==> config.mk <==
export PLATFORM = sky130hd
export DESIGN_NAME = systolic_out_drain_ctrl_flat
export DESIGN_NICKNAME = d
export VERILOG_FILES = /design/src/rtl/systolic_out_drain_ctrl_if.sv /design/src/rtl/systolic_out_drain_ctrl.sv /design/src/flat_wrapper.sv
export SDC_FILE = /design/constraint.sdc
export NUM_CORES = 1
export LEC_CHECK = 0
export ABC_AREA = 1
export BUFFER_PORTS_ARGS = -buffer_cell sky130_fd_sc_hd__buf_2
export CAP_MARGIN = 15
export CORE_AREA = 10 10 178 180
export CTS_BUF_LIST = sky130_fd_sc_hd__clkbuf_4 sky130_fd_sc_hd__clkbuf_8
export DETAILED_ROUTE_END_ITERATION = 8
export DIE_AREA = 0 0 188 190
export SLEW_MARGIN = 0
export SYNTH_ARGS = -nofsm -noshare
export SYNTH_HDL_FRONTEND = slang
export SYNTH_SLANG_ARGS = --single-unit
==> constraint.sdc <==
create_clock -name CLK -period 2.3 [get_ports CLK]
set_input_delay 0.23 -clock CLK [delete_from_list [all_inputs] [get_ports CLK]]
set_output_delay 0.23 -clock CLK [all_outputs]
set_load 0.03 [all_outputs]
==> src/rtl/systolic_out_drain_ctrl_if.sv <==
// Handshake and data bundle between the drain controller, the systolic result lanes,
// the per-row output FIFOs and the writeback port.
interface systolic_out_drain_ctrl_if #(
  parameter int array_dim = 4,
  parameter int data_w    = 16,
  parameter int addr_w    = 8
);
  logic                                  start;
  logic [addr_w-1:0]                     base_addr;
  logic                                  in_valid;
  logic                                  in_ready;
  logic [array_dim*data_w-1:0]           in_data;
  logic                                  fifo_shift;
  logic [array_dim*data_w-1:0]           fifo_value;
  logic [array_dim*array_dim*data_w-1:0] fifo_out;
  logic                                  wb_valid;
  logic                                  wb_ready;
  logic [addr_w-1:0]                     wb_addr;
  logic [array_dim*data_w-1:0]           wb_data;
  logic                                  busy;
  logic                                  done;

  modport master (
    input  start, base_addr, in_valid, in_data, fifo_out, wb_ready,
    output in_ready, fifo_shift, fifo_value, wb_valid, wb_addr, wb_data, busy, done
  );

  modport slave (
    output start, base_addr, in_valid, in_data, fifo_out, wb_ready,
    input  in_ready, fifo_shift, fifo_value, wb_valid, wb_addr, wb_data, busy, done
  );
endinterface

==> src/rtl/systolic_out_drain_ctrl.sv <==
// Drains one result tile into the per-row output FIFOs (FILL), then writes the
// tile back one row per handshake (WRITE), pulsing done once the last row is taken.
module systolic_out_drain_ctrl #(
  parameter int array_dim = 4,
  parameter int data_w    = 16,
  parameter int addr_w    = 8
) (
  input logic                     CLK,
  input logic                     nRST,
  systolic_out_drain_ctrl_if.master bus
);
  localparam int RowW = array_dim * data_w;
  localparam int CntW = (array_dim > 1) ? $clog2(array_dim) : 1;
  localparam logic [CntW-1:0] LastIdx = CntW'(array_dim - 1);

  typedef enum logic [1:0] {IDLE, FILL, WRITE} state_e;

  state_e            state_q, state_d;
  logic [CntW-1:0]   beat_cnt_q, beat_cnt_d;
  logic [CntW-1:0]   row_cnt_q, row_cnt_d;
  logic [addr_w-1:0] base_q, base_d;
  logic              done_q, done_d;
  logic              accept;
  logic              wb_hs;
  logic [RowW-1:0]   fifo_slice [array_dim];

  for (genvar i = 0; i < array_dim; i++) begin : g_slice
    assign fifo_slice[i] = bus.fifo_out[i*RowW +: RowW];
  end

  always_ff @(posedge CLK) begin
    if (!nRST) begin
      state_q    <= IDLE;
      beat_cnt_q <= '0;
      row_cnt_q  <= '0;
      base_q     <= '0;
      done_q     <= 1'b0;
    end else begin
      state_q    <= state_d;
      beat_cnt_q <= beat_cnt_d;
      row_cnt_q  <= row_cnt_d;
      base_q     <= base_d;
      done_q     <= done_d;
    end
  end

  always_comb begin
    state_d      = state_q;
    beat_cnt_d   = beat_cnt_q;
    row_cnt_d    = row_cnt_q;
    base_d       = base_q;
    done_d       = 1'b0;
    bus.in_ready = (state_q == FILL);
    bus.wb_valid = (state_q == WRITE);
    accept       = bus.in_valid & bus.in_ready;
    wb_hs        = bus.wb_valid & bus.wb_ready;

    case (state_q)
      IDLE: begin
        if (bus.start) begin
          state_d    = FILL;
          base_d     = bus.base_addr;
          beat_cnt_d = '0;
          row_cnt_d  = '0;
        end
      end
      FILL: begin
        if (accept) begin
          if (beat_cnt_q == LastIdx) begin
            state_d    = WRITE;
            beat_cnt_d = '0;
          end else begin
            beat_cnt_d = beat_cnt_q + CntW'(1);
          end
        end
      end
      WRITE: begin
        // Row counter wraps back to 0 so the next tile starts from row 0.
        if (wb_hs) begin
          if (row_cnt_q == LastIdx) begin
            state_d   = IDLE;
            row_cnt_d = '0;
            done_d    = 1'b1;
          end else begin
            row_cnt_d = row_cnt_q + CntW'(1);
          end
        end
      end
      default: state_d = IDLE;
    endcase
  end

  assign bus.fifo_shift = accept;
  assign bus.fifo_value = bus.in_data;
  assign bus.wb_addr    = base_q + addr_w'(row_cnt_q);
  assign bus.wb_data    = fifo_slice[row_cnt_q];
  assign bus.busy       = (state_q != IDLE);
  assign bus.done       = done_q;
endmodule

==> src/flat_wrapper.sv <==
// flat-port wrapper written by rule: the top's interface ports become plain ports
module systolic_out_drain_ctrl_flat 
#(
  parameter int array_dim = 4,
  parameter int data_w    = 16,
  parameter int addr_w    = 8
)
  (CLK, nRST, bus_start, bus_base_addr, bus_in_valid, bus_in_data, bus_fifo_out, bus_wb_ready, bus_in_ready, bus_fifo_shift, bus_fifo_value, bus_wb_valid, bus_wb_addr, bus_wb_data, bus_busy, bus_done);
  systolic_out_drain_ctrl_if #(.array_dim(array_dim), .data_w(data_w), .addr_w(addr_w)) bus_i ();
  input logic CLK;
  input logic nRST;
  input wire logic [$bits(bus_i.start)-1:0] bus_start;
  input wire logic [$bits(bus_i.base_addr)-1:0] bus_base_addr;
  input wire logic [$bits(bus_i.in_valid)-1:0] bus_in_valid;
  input wire logic [$bits(bus_i.in_data)-1:0] bus_in_data;
  input wire logic [$bits(bus_i.fifo_out)-1:0] bus_fifo_out;
  input wire logic [$bits(bus_i.wb_ready)-1:0] bus_wb_ready;
  output wire logic [$bits(bus_i.in_ready)-1:0] bus_in_ready;
  output wire logic [$bits(bus_i.fifo_shift)-1:0] bus_fifo_shift;
  output wire logic [$bits(bus_i.fifo_value)-1:0] bus_fifo_value;
  output wire logic [$bits(bus_i.wb_valid)-1:0] bus_wb_valid;
  output wire logic [$bits(bus_i.wb_addr)-1:0] bus_wb_addr;
  output wire logic [$bits(bus_i.wb_data)-1:0] bus_wb_data;
  output wire logic [$bits(bus_i.busy)-1:0] bus_busy;
  output wire logic [$bits(bus_i.done)-1:0] bus_done;
  assign bus_i.start = bus_start;
  assign bus_i.base_addr = bus_base_addr;
  assign bus_i.in_valid = bus_in_valid;
  assign bus_i.in_data = bus_in_data;
  assign bus_i.fifo_out = bus_fifo_out;
  assign bus_i.wb_ready = bus_wb_ready;
  assign bus_in_ready = bus_i.in_ready;
  assign bus_fifo_shift = bus_i.fifo_shift;
  assign bus_fifo_value = bus_i.fifo_value;
  assign bus_wb_valid = bus_i.wb_valid;
  assign bus_wb_addr = bus_i.wb_addr;
  assign bus_wb_data = bus_i.wb_data;
  assign bus_busy = bus_i.busy;
  assign bus_done = bus_i.done;
  systolic_out_drain_ctrl #(.array_dim(array_dim), .data_w(data_w), .addr_w(addr_w)) u_core (.CLK(CLK), .nRST(nRST), .bus(bus_i));
endmodule
# Yosys cells after proc, flatten, opt, wreduce, memory -nomap -nowiden
# Cells that the tools add are included.
[totals]
regBits = 15
word_cells = 47
[op_classes]
order_cmp = 1
muxes = 17
n_bitwise = 3
n_reduce_logical = 9
add_sub_neg = 3
n_eq_ne = 9
[ops]
columns = ["cell", "n"]
rows = [
  ["binary-select mux 64 bit (select 2 bit)", 1],
  ["2-to-1 mux 64 bit", 2],
  ["2-to-1 mux 2 bit", 10],
  ["AND reduction 3 bit", 3],
  ["adder 8 x 2 -> 8 bit", 1],
  ["inequality test 2 x 1 -> 1 bit (second input constant)", 4],
  ["case mux 2 bit (2 select lines)", 2],
  ["== test 2 bit (second input constant)", 3],
  ["case mux 2 bit (3 select lines)", 1],
  ["nonzero test 2 bit", 3],
  ["AND reduction 5 bit", 1],
  ["adder 2 x 1 -> 2 bit (second input constant)", 2],
  [">= comparator 3 bit (second input constant)", 1],
  ["inverter 2 -> 3 bit", 1],
  ["bitwise AND 1 bit", 2],
  ["== test 2 x 1 -> 1 bit (second input constant)", 1],
  ["logical NOT 2 bit", 1],
  ["inequality test 2 bit (second input constant)", 1],
  ["AND reduction 2 bit", 1],
  ["2-to-1 mux 1 bit", 1],
]

# Logic depth before layout (Yosys ltp)
[logic_depth]
ltp_word = 4
depth_mapped = 7
depth_no_buf = 7

# Worst setup path before layout
# No wires, ideal clock.
[synth_path]
kind = "reg-to-output"
from = "register u_core.row_cnt_q[1]"
to = "output bus_wb_addr[6]"
path_slack_ns = 0.152
arrival_time_ns = 1.918
n_path_buf = 2
stages_incl_launch_ff = 8
required_ns = 2.070
cell_sequence = "dfxtp_1 > inv_1 > buf_2 > buf_2 > fa_1 > nor2_1 > nand3_1 > xnor2_1"
[synth_via]
elab_chain_cells = 1
[synth_rtl]
columns = ["item", "line", "source"]
rows = [
  ["start: declaration", "systolic_out_drain_ctrl.sv:20", "logic [CntW-1:0] row_cnt_q, row_cnt_d;"],
  ["start signal: assignment", "systolic_out_drain_ctrl.sv:41", "row_cnt_q <= row_cnt_d;"],
  ["adder 8 x 2 -> 8 bit", "systolic_out_drain_ctrl.sv:95", "assign bus.wb_addr = base_q + addr_w'(row_cnt_q);"],
  ["end: declaration", "flat_wrapper.sv:22", "output wire logic [$bits(bus_i.wb_addr)-1:0] bus_wb_addr;"],
]
# No other way between the ends.

# Final worst setup path
[layout_path]
from = "register u_core.row_cnt_q[1]"
to = "output bus_wb_data[13]"
[layout_via]
elab_chain_cells = 4
[layout_rtl]
columns = ["item", "line", "source"]
rows = [
  ["inverter 2 -> 3 bit (implied by the code)", "systolic_out_drain_ctrl.sv:96", "assign bus.wb_data = fifo_slice[row_cnt_q];"],
  ["binary-select mux 64 bit (select 2 bit)", "systolic_out_drain_ctrl.sv:96", ""],
  ["2-to-1 mux 64 bit (implied by the code) (2 in a row)", "systolic_out_drain_ctrl.sv:96", ""],
  ["end: declaration", "flat_wrapper.sv:23", "output wire logic [$bits(bus_i.wb_data)-1:0] bus_wb_data;"],
]
# No other way between the ends. The select of a mux whose other input is x is not followed.

==> summary.md <==
| Metric | Value |
|---|---|
| Core area | `28200 sq um` |
| # setup viols final | `0` |
| Drt total wl | `20900 um` |
| Maximum vdd ir drop | `0.000254 V` |
| Post-synth EDFFs | `0` |
| Ys async rst share | `0%` |
| Diodes inserted | `0` |
| Top-area cell type share of the netlist area | `18.2%` |
| CTS sink cnt | `15` |
| H-tree Lvls | `1` |
| Row Count | `62` |
| Placed Area | `4620 sq um` |
| Synth Cell Area | `3060 sq um` |
| NumNets Final | `1127` |
| Worst-Skew Late Latency | `250 ps` |
| Vias in the first global route | `4825` |
| Fin. Hold Viols | `0` |
| CTS tree | `yes` |
| Yosys reg bits | `15` |
| Fin crit share | `99.6%` |
| Root buf cell | `clkbuf_8` |
| First-pass GRT wire length | `30000 um` |
| Pwr dens | `472 nW/um^2` |
| All-Layer GR Usage | `10.5%` |
| Dominant synthesized flop cell | `dfxtp_1` |
| Power Total | `2.22 mW` |
| Die area | `35700 sq um` |
| Slew headroom | `66.0%` |
| Synth area leaders | `nor2_1, buf_4, o21ai_0` |
| Worst Setup End Kind | `output port` |
| Clock buffers created by TritonCTS | `3` |
| Internal power | `0.970 mW` |
| Pin count of the biggest net entering global routing | `85` |
| Crit Path Class | `flop to output port` |
| Bufs and invs on worst path | `2` |
| Max Used Layer | `met5` |
| Post-detailed-route count of antenna-violating nets | `0` |
| Initial core utilization | `10.8%` |
| Drt initial violations | `333` |
| Initial antenna violation count | `5` |
| Worst Tran Pin Value | `504 ps` |
| Iteration count of the initial detailed-routing pass | `5` |
| WL met2 | `9350 um` |
| Area used by multi-input combinational logic | `1940 sq um` |
| CP cell instances | `buf_4 -> o21ai_0 -> o22ai_1 -> buf_2` |
| Fmax | `0.436 GHz` |
| Hold_sp | `bus_base_addr[0]` |
| Wire length on met3 | `2760 um` |
| Syn. warnings | `0` |
| Sequential power share | `14.7%` |
| Leading cell type by number of instances after synthesis | `nor2_1` |
| Hold Path Class | `input port to flop` |
| Die Span X | `188 um` |
| Startpoint types | `flop` |
| Fin crit period | `2290 ps` |
| Detailed-route via count | `4904` |
| Run status | `finished clean` |
| DRC | `0` |
| Critical path origin | `u_core.row_cnt_q[1]$_SDFFE_PN0P_` |
| Delay-heaviest family, CP | `compound AO/OA/AOI/OAI gates` |
| Synth cell count leaders | `nor2_1, o21ai_0, buf_4, o22ai_1, o21ai_1` |
| Net Sw Frac | `56.3%` |
| M1 WL | `8090 um` |
| Crit Path Max Fanout | `42` |
| Fraction of layout cells with a size suffix above 1 | `46.6%` |
| Vias per cell | `4.18` |
| Die height | `190 um` |
| Routability cong. | `0.910` |
| Switching power total | `1.25 mW` |
| Final WS setup | `8.40 ps` |
| Req. time, crit path | `2070 ps` |
| Comb power frac | `74.9%` |
| Max Buffers Root-to-Sink | `2` |
| Syn nets | `875` |
| WL/cell | `17.8 um` |
| Worst R2R Start | `u_core.row_cnt_q[1]$_SDFFE_PN0P_` |
| Layout Skew | `4.11 ps` |
| Leakage power | `2.37 nW` |
| Post-route cell area | `4710 sq um` |
| Largest area contributor in the synthesized netlist | `nor2_1` |
| Clk pwr share | `10.4%` |
| Post-synthesis sequential area ratio | `9.82%` |
| Crit path max-delay cell type | `buf_4` |
| Clk slew on worst S/H paths | `60 ps` |
| Worst slack, placed | `-86.7 ps` |
| P&R area growth vs syn | `54.0%` |
| CP arrival | `2060 ps` |
| Max Cap Viol | `0` |
| Syn Area/Cell | `5.69 sq um` |
| GR Overflow Total | `0` |
| Post-synthesis cell type count | `25` |
| HPWL after DPL | `17600 um` |
| Reg area | `305 sq um` |
| IO Count | `474` |
| FILL cells | `3346` |
| Pins Over Slew Limit | `0` |
| Post-Synthesis Cells | `537` |
| Slowest stage delay, CP | `430 ps` |
| Port Buffers | `345` |
-- logic make-up after synthesis --
logic type                 synth area share (%)
adders and majority gates                  2.29
and+or+nand+nor                            22.1
AOI/OAI and AO/OA                          37.4
xor gates and xnor gates                   1.43
DFF                                        9.82
buffers and inverters                      27.0
-- sequential cells by signal, summed over array words and instances (netlist names) --
signal             flops
u_core.base_q          8
u_core.beat_cnt_q      2
u_core.row_cnt_q       2
u_core.state_q         2
u_core.bus.done        1
-- layout by cell type (no fill, tap or decap), types with 2 or more instances in the layout --
cell / count
clkbuf_8: 3
o22ai_1: 64
nand3_1: 7
buf_12: 4
xor2_1: 3
ha_1: 4
buf_2: 344
nor2_1: 147
o21ai_0: 84
dfxtp_1: 13
nand4_1: 2
a21oi_1: 7
nor2_2: 2
buf_4: 6
inv_1: 16
o21ai_1: 56
nand2_1: 13
-- worst min-delay path, stage by stage --
cell     delay (ps)
buf_2            70
o21ai_0          70
nor2_1           80
-- power groups by stage --
stage	Combinational (mW)	Sequential (mW)	Clock, mW
floorplan	1.27	0.321	0
global placement	1.64	0.340	0
detailed placement	1.65	0.341	0
CTS	1.68	0.325	0.235
global route	1.80	0.332	0.243
finish	1.66	0.327	0.231
-- through the flow --
step | util [%] | setup TNS [ps] | hold slack (ps) | instances
after CTS | 16.6 | 0 | 238 | 1172
after floorplan | - | 0 | 383 | 537
after global routing | 16.7 | -2.84 | 260 | 1172
after global placement | 16.4 | -42.9 | 460 | 1166
after detailed placement | 16.4 | -86.7 | 460 | 1166
final | 16.7 | 0 | 238 | 1172
-- metal layers --
metal  up-vias  track usage [%]
li1       2291                -
met1      2182             12.6
met2       377             16.1
met3        50             4.76
met4         4             3.60
met5         -                0
-- area by class of cell --
cell class / instances / share of cell area, %
multi-input cells: 396 / 41.2
clock buffers: 4 / 1.04
flip-flops and latches: 15 / 6.48
inverters: 18 / 1.49
well taps: 384 / 10.2
repair buffers: 355 / 39.5
-- path summary, 6_finish.rpt --
path                                                  endpoint  slack [ps]  depth (start not counted)
worst min-delay path             u_core.base_q[0]$_SDFFE_PN0P_         240                          3
worst max-delay path                           bus_wb_data[13]           8                          4
worst max register to register  u_core.state_q[1]$_SDFFE_PN0P_         780                          7
worst min register to register   u_core.base_q[7]$_SDFFE_PN0P_         490                          2
-- timing repair --
item                       CTS  global route
hold buffers                 0             0
buffers inserted             2             0
resized for setup            1             6
setup endpoints to repair   31             2
Note: power is estimated with default switching activity, not from simulation.
